[src/rtl/fifo_read_interface.sv]
// fifo_read_interface
//   Read-side controller of a FIFO. Owns the read pointer and the occupancy
//   count, decodes sig_Empty / sig_Full from the registered count, and returns
//   the popped entry one cycle after an accepted read, along with a one-cycle
//   read_Valid strobe. A read request while empty sets a sticky underflow flag.
// Ports
//   clock, reset          : single clock; asynchronous active-low reset
//   write_Enable          : raw producer request (qualified here against sig_Full)
//   read_Enable           : raw consumer request (qualified against sig_Empty)
//   read_Data_In          : storage-array word at read_Pointer (combinational)
//   read_Pointer          : address of the oldest unread entry
//   read_Data/read_Valid  : registered pop data and its strobe
//   sig_Empty/sig_Full    : occupancy flags, decoded from fill_Count only
//   fill_Count            : entries held, 0..DEPTH
//   underflow_Error       : sticky read-while-empty flag, cleared by reset only
module fifo_read_interface #(
  parameter int BUFFER_WIDTH = 3,
  parameter int DATA_WIDTH   = 8
) (
  input  logic                    clock,
  input  logic                    reset,
  input  logic                    write_Enable,
  input  logic                    read_Enable,
  input  logic [DATA_WIDTH-1:0]   read_Data_In,
  output logic [BUFFER_WIDTH-1:0] read_Pointer,
  output logic [DATA_WIDTH-1:0]   read_Data,
  output logic                    read_Valid,
  output logic                    sig_Empty,
  output logic                    sig_Full,
  output logic [BUFFER_WIDTH:0]   fill_Count,
  output logic                    underflow_Error
);

  localparam logic [BUFFER_WIDTH:0] DEPTH = {1'b1, {BUFFER_WIDTH{1'b0}}};

  logic [BUFFER_WIDTH-1:0] rd_ptr_q, rd_ptr_d;
  logic [BUFFER_WIDTH:0]   count_q,  count_d;
  logic [DATA_WIDTH-1:0]   data_q,   data_d;
  logic                    valid_q,  valid_d;
  logic                    uflow_q,  uflow_d;
  logic                    fifo_write, fifo_read;

  // Flags come straight from the registered count, so qualification below
  // always sees the pre-edge state and there is no input-to-flag path.
  assign sig_Empty = (count_q == '0);
  assign sig_Full  = (count_q == DEPTH);

  // Must match the writer's own qualification exactly, or the count drifts.
  assign fifo_write = write_Enable & ~sig_Full;
  assign fifo_read  = read_Enable  & ~sig_Empty;

  always_comb begin
    rd_ptr_d = rd_ptr_q;
    count_d  = count_q;
    data_d   = data_q;
    valid_d  = fifo_read;
    uflow_d  = uflow_q | (read_Enable & sig_Empty);

    if (fifo_read) begin
      rd_ptr_d = rd_ptr_q + 1'b1;      // natural wrap at 2**BUFFER_WIDTH
      data_d   = read_Data_In;         // word at the pre-increment pointer
    end

    unique case ({fifo_write, fifo_read})
      2'b10:   count_d = count_q + 1'b1;
      2'b01:   count_d = count_q - 1'b1;
      default: count_d = count_q;      // both or neither: occupancy unchanged
    endcase
  end

  always_ff @(posedge clock or negedge reset) begin
    if (!reset) begin
      rd_ptr_q <= '0;
      count_q  <= '0;
      data_q   <= '0;
      valid_q  <= 1'b0;
      uflow_q  <= 1'b0;
    end else begin
      rd_ptr_q <= rd_ptr_d;
      count_q  <= count_d;
      data_q   <= data_d;
      valid_q  <= valid_d;
      uflow_q  <= uflow_d;
    end
  end

  assign read_Pointer    = rd_ptr_q;
  assign fill_Count      = count_q;
  assign read_Data       = data_q;
  assign read_Valid      = valid_q;
  assign underflow_Error = uflow_q;

endmodule

[config.mk]
export PLATFORM = sky130hd
export DESIGN_NAME = fifo_read_interface
export DESIGN_NICKNAME = d
export VERILOG_FILES = /design/src/rtl/fifo_read_interface.sv
export SDC_FILE = /design/constraint.sdc
export NUM_CORES = 1
export LEC_CHECK = 0
export ABC_AREA = 1
export BUFFER_PORTS_ARGS = -buffer_cell sky130_fd_sc_hd__buf_2
export CORE_MARGIN = 2
export CORE_UTILIZATION = 53
export CTS_BUF_LIST = sky130_fd_sc_hd__clkbuf_2
export DETAILED_ROUTE_END_ITERATION = 10
export HOLD_SLACK_MARGIN = 0.02
export PLACE_DENSITY = 0.95
export SLEW_MARGIN = 20
export SYNTH_ARGS = -nofsm -noshare
export SYNTH_HDL_FRONTEND = slang
export SYNTH_SLANG_ARGS = --single-unit
[constraint.sdc]
create_clock -name clock -period 3.49 [get_ports clock]
set_input_delay 0.698 -clock clock [delete_from_list [all_inputs] [get_ports clock]]
set_output_delay 0.698 -clock clock [all_outputs]
set_load 0.03 [all_outputs]
==> results of run 1 <==
placed cells by master, fill, tap and decap left out:
cell       n
nand3_2    1
inv_1      8
fa_1       1
ha_1       4
clkbuf_2   4
nand2_2    1
nand3_1    2
o21ai_1    1
buf_2     30
dfrtp_1   17
nor2_2     1
nand2_1   40
xor2_1     1
xnor2_1    3
o21ai_0    3
or2_2      1
a21o_1     1
inv_2      1
nor2_1     2
state kept, by name, summed over array words and instances (netlist names):
| register | cells |
|---|---|
| fill_Count | 4 |
| read_Pointer | 3 |
| read_Data | 8 |
| underflow_Error | 1 |
| read_Valid | 1 |
metrics by stage:
step / instance area, µm² / hold WS, ps
global route: 978 / 296
floorplan: 800 / 402
detailed placement: 958 / 443
finish: 978 / 284
global placement: 958 / 435
CTS: 978 / 290
power by group through the flow:
stage	Combinational (µW)	Clock [µW]	Sequential, µW
3_5_place_dp	553	0	345
6_report	553	92.5	342
3_3_place_gp	527	0	344
4_1_cts	556	93.7	341
2_1_floorplan	249	0	499
5_1_grt	603	98.7	353
cell type report:
type / instances / area (µm²) / share of cell area (%)
Tap cell: 16 / 20.0 / 2.05
Timing Repair Buffer: 30 / 150 / 15.3
Sequential cell: 17 / 425 / 43.5
Multi-Input combinational cell: 62 / 329 / 33.6
Inverter: 9 / 33.8 / 3.45
Clock buffer: 4 / 20.0 / 2.05
critical path: cells and delay by family (launching register included):
family                     cells  cell delay, ps
adders and majority gates      2             590
buffers and inverters          1             150
DFF                            1             470
and+or+nand+nor                8            1010
worst min path at each step:
stage / from / end / slack [ps] / depth (start not counted)
CTS: reset / read_Pointer[2] / 290 / 1
finish: reset / read_Data[1] / 280 / 1
global route: reset / read_Pointer[2] / 300 / 1
global placement: underflow_Error / underflow_Error / 430 / 1
detailed placement: underflow_Error / underflow_Error / 440 / 1
floorplan: reset / fill_Count[0] / 400 / 0
layer usage:
layer / track usage [%] / share of wire, % / up-vias
met4: 9.38 / 2.0 / 0
met2: 33.3 / 51 / 14
met1: 24.6 / 45 / 316
met5: 0 / 0 / -
li1: - / - / 335
met3: 2.55 / 1.9 / 4
cell families after synthesis:
| kind of cell | after synthesis | synth area share (%) |
|---|---|---|
| simple gates | 48 | 24.6 |
| flops | 17 | 53.2 |
| buf+inv | 10 | 5.63 |
| compound gates | 5 | 3.44 |
| fa+ha+maj | 5 | 8.76 |
| xor+xnor | 4 | 4.38 |
==> results.cfg, run 1 <==
[synth]
netlist.area_leader.share_pct = 53.2
syn_nets = 106
synth_seq_cells = 17
synth_edf_count = 0
synthTopCellsByArea = dfrtp_1, nand2_1, ha_1
netlist_top_cells_count = nand2_1, dfrtp_1, inv_1, ha_1
synth_area_um2 = 800
synthFlopType = dfrtp_1
synth_top_area_cell = dfrtp_1
ys_async_sr_fraction_pct = 100
yosys_warnings = 0
synth.distinct_cells = 18
synth_seq_area_share_pct = 53.2
netlist_instances = 89
synth.avg_cell_area_um2 = 8.98
post-synth-top-count-cell = nand2_1

[global_routing]
grt_overflow_total = 0
grt_pass1_vias = 652
grt_usage_pct = 19.7
grt_max_degree = 18
grt_pass1_wl_mm = 2.68
antenna_found_initial = 0

[timing]
finalMaxSlewViolations = 0
rsz0062_at_grt = no
slew_headroom_pct = 74.3
skew_ps = 2.01
finalHoldViolCount = 0
final.setup.tns_ps = 0
max_freq_ghz = 0.432
min_period_over_period_pct = 66.3
fin_crit_ps = 2310
fin_ws_ps = 1180
setup_viol_count_final = 0
tightest_slew_ps = 385

[power_and_ir_drop]
clkPwrFrac_pct = 9.4
power.switching_uw = 502
powerDensity_nw_per_um2 = 1010
combinationalPowerShare_pct = 56.0
swShare_pct = 50.8
p_total_uw = 987
p_seq_share_pct = 34.6
p_leak_uw = 0.000579
ir_worst_vdd_v = 0.000458
intPower_uw = 485

[drt]
drt_iter0_drc = 10
vias = 669
first_pass_iters = 5
wl_per_cell_um = 11.5
via_per_inst = 4.85
drt-total-wl_mm = 1.59
drcViolationCount = 0
route.antenna.remaining_nets = 0

[setup_path]
reg2reg_to = fill_Count[3]
crit_slowest_cell = dfrtp_1
rrSetupSlack_ps = 1180
cp-startpoint = fill_Count[0]
worstPathArrival_ps = 2520
crit_end = fill_Count[3]
r2r_cells = 11
critical_path.cell_chain = nor2_2, nand3_2, nand2_2, inv_2, ha_1, ha_1, or2_2, nand2_1, nand2_1, nand3_1, nand2_1
max_stage_delay_ps = 470
crit_top_cell = nand2_1
start_kind = flip-flop
timing.critical_path.required_ps = 3700
timing_worst_setup_path_type = flip-flop to flip-flop
r2r-start = fill_Count[0]
critPathMaxFanout = 13
cp-end-kind = flip-flop

[clock_tree]
clock_path_buffers = 2
cts_resized = 0
cts.sinks = 17
clk_pin_slew_worst_paths_ps = 160
root_buffer = clkbuf_2
cts_setup_buffers = 0
cts_tree = yes
insertion_delay_ps = 300
cts-buffers-inserted = 3
hold_buffers = 0
h-tree-depth = 1

[placed_design]
pre_cts_slack_ps = 1070
dp_hpwl_mm = 1.20
dp.cells = 134
io_buffers = 30
place_congestion = 0.782

[status]
status = complete, no violations

[finish]
layout.nets = 140
fill_cells = 125
drive_gt1_share_pct = 32.0
area_growth_pct = 22.4
fin_cells = 138
utilization_pct = 67.3
antennaDiodeCount = 0

[floorplanning]
die_area_um2 = 1840
coreArea_um2 = 1450
fp.dieW_um = 42.8
initial_utilization_pct = 55.0
ios = 31
die_h_um = 42.8
rows = 14

[hold_path]
min_path_type = primary input to asynchronous set/reset pin

[run]
drv_cap = 0
Note: power is estimated with default switching activity, not from simulation.
==> run 2, diff against run 1 <==
Settings changed: CORE_UTILIZATION 53 to 49, PLACE_DENSITY 0.95 to 0.9.
Clock period 3.49 ns to 2.4 ns, I/O delays scaled along.
==> run 2 against run 1 <==
  * Global-route usage is 0.18 points lower
  * Maximum frequency rose by 11%
  * Die area rose by 7.4%
  * Worst hold slack got worse by 210 ps
  * Sequential power increased by 46%
  * Highest routed layer unchanged
  * Critical path depth stayed put
  * First-iteration DRC count is 30% higher
  * Cell count up 0.72%
==> results.cfg, run 2 (same netlist as run 1, synthesis figures left out) <==
[status]
status = complete, no violations

[finish]
stdcell_area_um2 = 986
seqCellArea_um2 = 425
layout.nets = 141
multi_input_area_um2 = 329
antennaDiodeCount = 0
largest_reg_flops = 8
area_growth_pct = 23.3
drive_gt1_share_pct = 32.5
mostFrequentLayoutCell = nand2_1
layout_common_cells = nand2_1, buf_2, dfrtp_1
utilization_pct = 64.7
fill_cells = 135

[setup_path]
crit_end = fill_Count[3]
reg2reg_to = fill_Count[3]
crit_family = simple AND/OR/NAND/NOR gates
cp-startpoint = fill_Count[0]
timing.critical_path.required_ps = 2600
timing_worst_setup_path_type = flip-flop to flip-flop
crit_slowest_cell = dfrtp_1
rrSetupSlack_ps = 320
max_stage_delay_ps = 470
worstPathArrival_ps = 2280
cp-end-kind = flip-flop
r2r-start = fill_Count[0]
path_buf_inv = 1
crit_top_cell = nand2_1
path_depth = 11
r2r_cells = 11
critical_path.cell_chain = nor2_2, nand3_2, nand2_2, inv_2, ha_1, ha_1, or2_2, nand2_1, nand2_1, nand3_1, nand2_1
critPathMaxFanout = 11
start_kind = flip-flop

[timing]
finalHoldViolCount = 0
tightest_slew_ps = 379
max_freq_ghz = 0.481
setup_viol_count_final = 0
min_period_over_period_pct = 86.6
final.setup.tns_ps = 0
finalMaxSlewViolations = 0
whs_ps = 70.2
slew_headroom_pct = 74.7
skew_ps = 3.39
fin_crit_ps = 2080
rsz0062_at_grt = no

[floorplanning]
rows = 14
ios = 31
die_area_um2 = 1970
coreArea_um2 = 1520
initial_utilization_pct = 52.5
die_h_um = 44.4
fp.dieW_um = 44.4

[clock_tree]
clk_pin_slew_worst_paths_ps = 160
cts_setup_buffers = 0
cts_tree = yes
cts-buffers-inserted = 3
insertion_delay_ps = 290
clock_path_buffers = 2
cts_resized = 0
h-tree-depth = 1
cts.sinks = 17
root_buffer = clkbuf_2
hold_buffers = 0

[global_routing]
grt_usage_pct = 19.5
grt_pass1_vias = 620
grt_overflow_total = 0
grt_pass1_wl_mm = 2.67
antenna_found_initial = 0
grt_max_degree = 18

[power_and_ir_drop]
p_leak_uw = 0.000583
ir_worst_vdd_v = 0.000747
combinationalPowerShare_pct = 56.5
powerDensity_nw_per_um2 = 1470
clkPwrFrac_pct = 9.0
power.switching_uw = 738
intPower_uw = 712
p_seq_share_pct = 34.4
swShare_pct = 50.9

[drt]
vias = 677
route.antenna.remaining_nets = 0
via_per_inst = 4.87
wl_per_cell_um = 12.4
first_pass_iters = 4
drt-total-wl_mm = 1.72
drt_iter0_drc = 13
drcViolationCount = 0

[placed_design]
dp_hpwl_mm = 1.33
place_area_um2 = 966
io_buffers = 30
place_congestion = 0.718

[hold_path]
min_path_type = primary input to asynchronous set/reset pin

[run]
drv_cap = 0
-- run 2: layout make-up --
class	instances	area share, %
inverters	9	3.43
flip-flops and latches	17	43.1
multi-input cells	62	33.4
well taps	16	2.03
repair buffers	31	16.0
clock buffers	4	2.03
-- run 2: worst reg2reg max path: cells and delay by family (launching register included) --
| family | cells | cell delay, ps |
|---|---|---|
| simple gates | 8 | 860 |
| fa+ha+maj | 2 | 580 |
| flops | 1 | 470 |
| buf+inv | 1 | 90 |
-- run 2: metal layers --
metal / GRT usage [%] / up-vias / routed length, µm
met3: 5.71 / 2 / 96
met1: 21.1 / 313 / 699
met2: 34.7 / 21 / 909
li1: - / 341 / -
met5: 0 / - / 0
met4: 9.09 / 0 / 14
-- run 2: stage by stage --
stage	worst slack (ps)	power (µW)	cells
2_1_floorplan	303	1090	89
3_3_place_gp	455	1280	135
3_5_place_dp	358	1330	135
4_1_cts	321	1460	139
5_1_grt	173	1560	139
6_report	322	1450	139
-- run 2: how the worst min path moves through the flow --
stage / start / endpoint / slack, ps
after detailed placement: reset / read_Pointer[0] / 420
after CTS: reset / read_Pointer[0] / 80
after floorplan: reset / fill_Count[0] / 180
after global routing: reset / read_Pointer[0] / 70
after global placement: reset / read_Pointer[0] / 410
final: reset / read_Data[5] / 70
-- run 2: power by group through the flow --
stage,Sequential [µW],Combinational [µW],Clock [µW]
after floorplan,726,362,0
after global placement,496,786,0
after detailed placement,506,822,0
after CTS,499,830,133
after global routing,513,900,147
final,499,820,131
==> run 3, diff against run 2 <==
Settings changed: CORE_MARGIN 2 to 5.
==> run 3 against run 2 <==
  * Die area up 29%
  * Worst hold slack worse by 5.6 ps
  * Clock power about the same
  * Combinational power down 1%
  * Critical path depth unchanged
  * Sequential share of layout area unchanged
  * Largest power group unchanged
  * Routed wire length up 3.4%
  * Count of clock-buffer cells in the layout unchanged
  * Critical endpoint unchanged
  * Total power down 0.36%
  * Design area unchanged
  * Largest cell class unchanged
  * Cell count unchanged
==> results.cfg, run 3 (same netlist as run 1, synthesis figures left out) <==
[clock_tree]
cts_resized = 0
hold_buffers = 0
cts.sinks = 17
cts_setup_buffers = 0
clk_pin_slew_worst_paths_ps = 160
cts_tree = yes
insertion_delay_ps = 290
root_buffer = clkbuf_2
clock_path_buffers = 2
h-tree-depth = 1
cts-buffers-inserted = 3

[timing]
rsz0062_at_grt = no
fin_crit_ps = 2100
finalMaxSlewViolations = 0
setup_viol_count_final = 0
max_freq_ghz = 0.477
finalHoldViolCount = 0
fin_ws_ps = 305
skew_ps = 8.03
tightest_slew_ps = 373
min_period_over_period_pct = 87.3
slew_headroom_pct = 75.1
final.setup.tns_ps = 0

[drt]
first_pass_iters = 4
route.antenna.remaining_nets = 0
via_per_inst = 4.94
drt_iter0_drc = 14
drt-total-wl_mm = 1.78
vias = 686
wl_per_cell_um = 12.8
drcViolationCount = 0

[finish]
largest_reg_flops = 8
mostFrequentLayoutCell = nand2_1
drive_gt1_share_pct = 32.5
area_growth_pct = 23.3
layout_common_cells = nand2_1, buf_2, dfrtp_1
utilization_pct = 64.7
antennaDiodeCount = 0
layout.nets = 141

[floorplanning]
coreArea_um2 = 1520
ios = 31
fp.dieW_um = 50.4
rows = 14
initial_utilization_pct = 52.5
die_h_um = 50.4
die_area_um2 = 2540

[hold_path]
min_path_type = primary input to asynchronous set/reset pin

[run]
drv_cap = 0

[placed_design]
pre_cts_slack_ps = 332
dp_hpwl_mm = 1.39
place_congestion = 0.785
io_buffers = 30

[global_routing]
grt_pass1_vias = 699
grt_usage_pct = 15.2
grt_max_degree = 18
grt_overflow_total = 0
grt_pass1_wl_mm = 3.02
antenna_found_initial = 0

[setup_path]
critPathMaxFanout = 11
start_kind = flip-flop
cp-startpoint = fill_Count[0]
timing.critical_path.required_ps = 2600
cp-end-kind = flip-flop
r2r-start = fill_Count[0]
worstPathArrival_ps = 2300
timing_worst_setup_path_type = flip-flop to flip-flop

[status]
status = complete, no violations

[power_and_ir_drop]
p_leak_uw = 0.000583
powerDensity_nw_per_um2 = 1470
ir_worst_vdd_v = 0.000710
-- run 3: cell counts in the layout (fill, tap and decap cells not counted) --
Identical to the previous run, type by type.
-- run 3: path summary, 6_finish.rpt --
kind	to	slack (ps)	cells past startpoint
min in group clock	read_Data[5]	360	3
setup / recovery	fill_Count[3]	300	11
hold reg to reg	underflow_Error	470	1
max in group asynchronous	read_Pointer[2]	2060	1
hold / removal	read_Pointer[0]	60	1
setup reg to reg	fill_Count[3]	300	11
-- run 3: metal layers --
metal  global-route usage, %  part of all wire (%)  up-vias
met1                    18.6                    40      318
met4                    3.83                  0.34        0
met3                    4.14                   7.3        2
li1                        -                     -      339
met5                       0                     0        -
met2                    26.2                    52       27
-- run 3: critical path, cell delays in order (launching register included) --
cell     delay [ps]
dfrtp_1         470
nor2_2          160
nand3_2          90
nand2_2          80
inv_2            90
ha_1            260
ha_1            320
or2_2           290
nand2_1          70
nand2_1          50
nand3_1          60
nand2_1          50
-- run 3: power by group --
part / leakage, µW / switching [µW] / internal [µW]
Combinational: 0.000362 / 549 / 263
Sequential: 0.000204 / 96.9 / 404
Clock: 0.0000166 / 88.3 / 44.2
-- run 3: cell type report --
type,count,area [µm²]
fill,135,538
timing repair buffer,31,158
sequential,17,425
multi-input combinational,62,329
tap,16,20.0
inverter,9,33.8
clock buffer,4,20.0
-- run 3: stage by stage --
| stage | instance area, µm² | hold WS [ps] | power (µW) | std cells |
|---|---|---|---|---|
| finish | 986 | 64.7 | 1450 | 139 |
| global route | 986 | 81.4 | 1560 | 139 |
| CTS | 986 | 80.9 | 1460 | 139 |
| detailed placement | 966 | 420 | 1330 | 135 |
| global placement | 966 | 414 | 1290 | 135 |
| floorplan | 800 | 184 | 1090 | 89 |
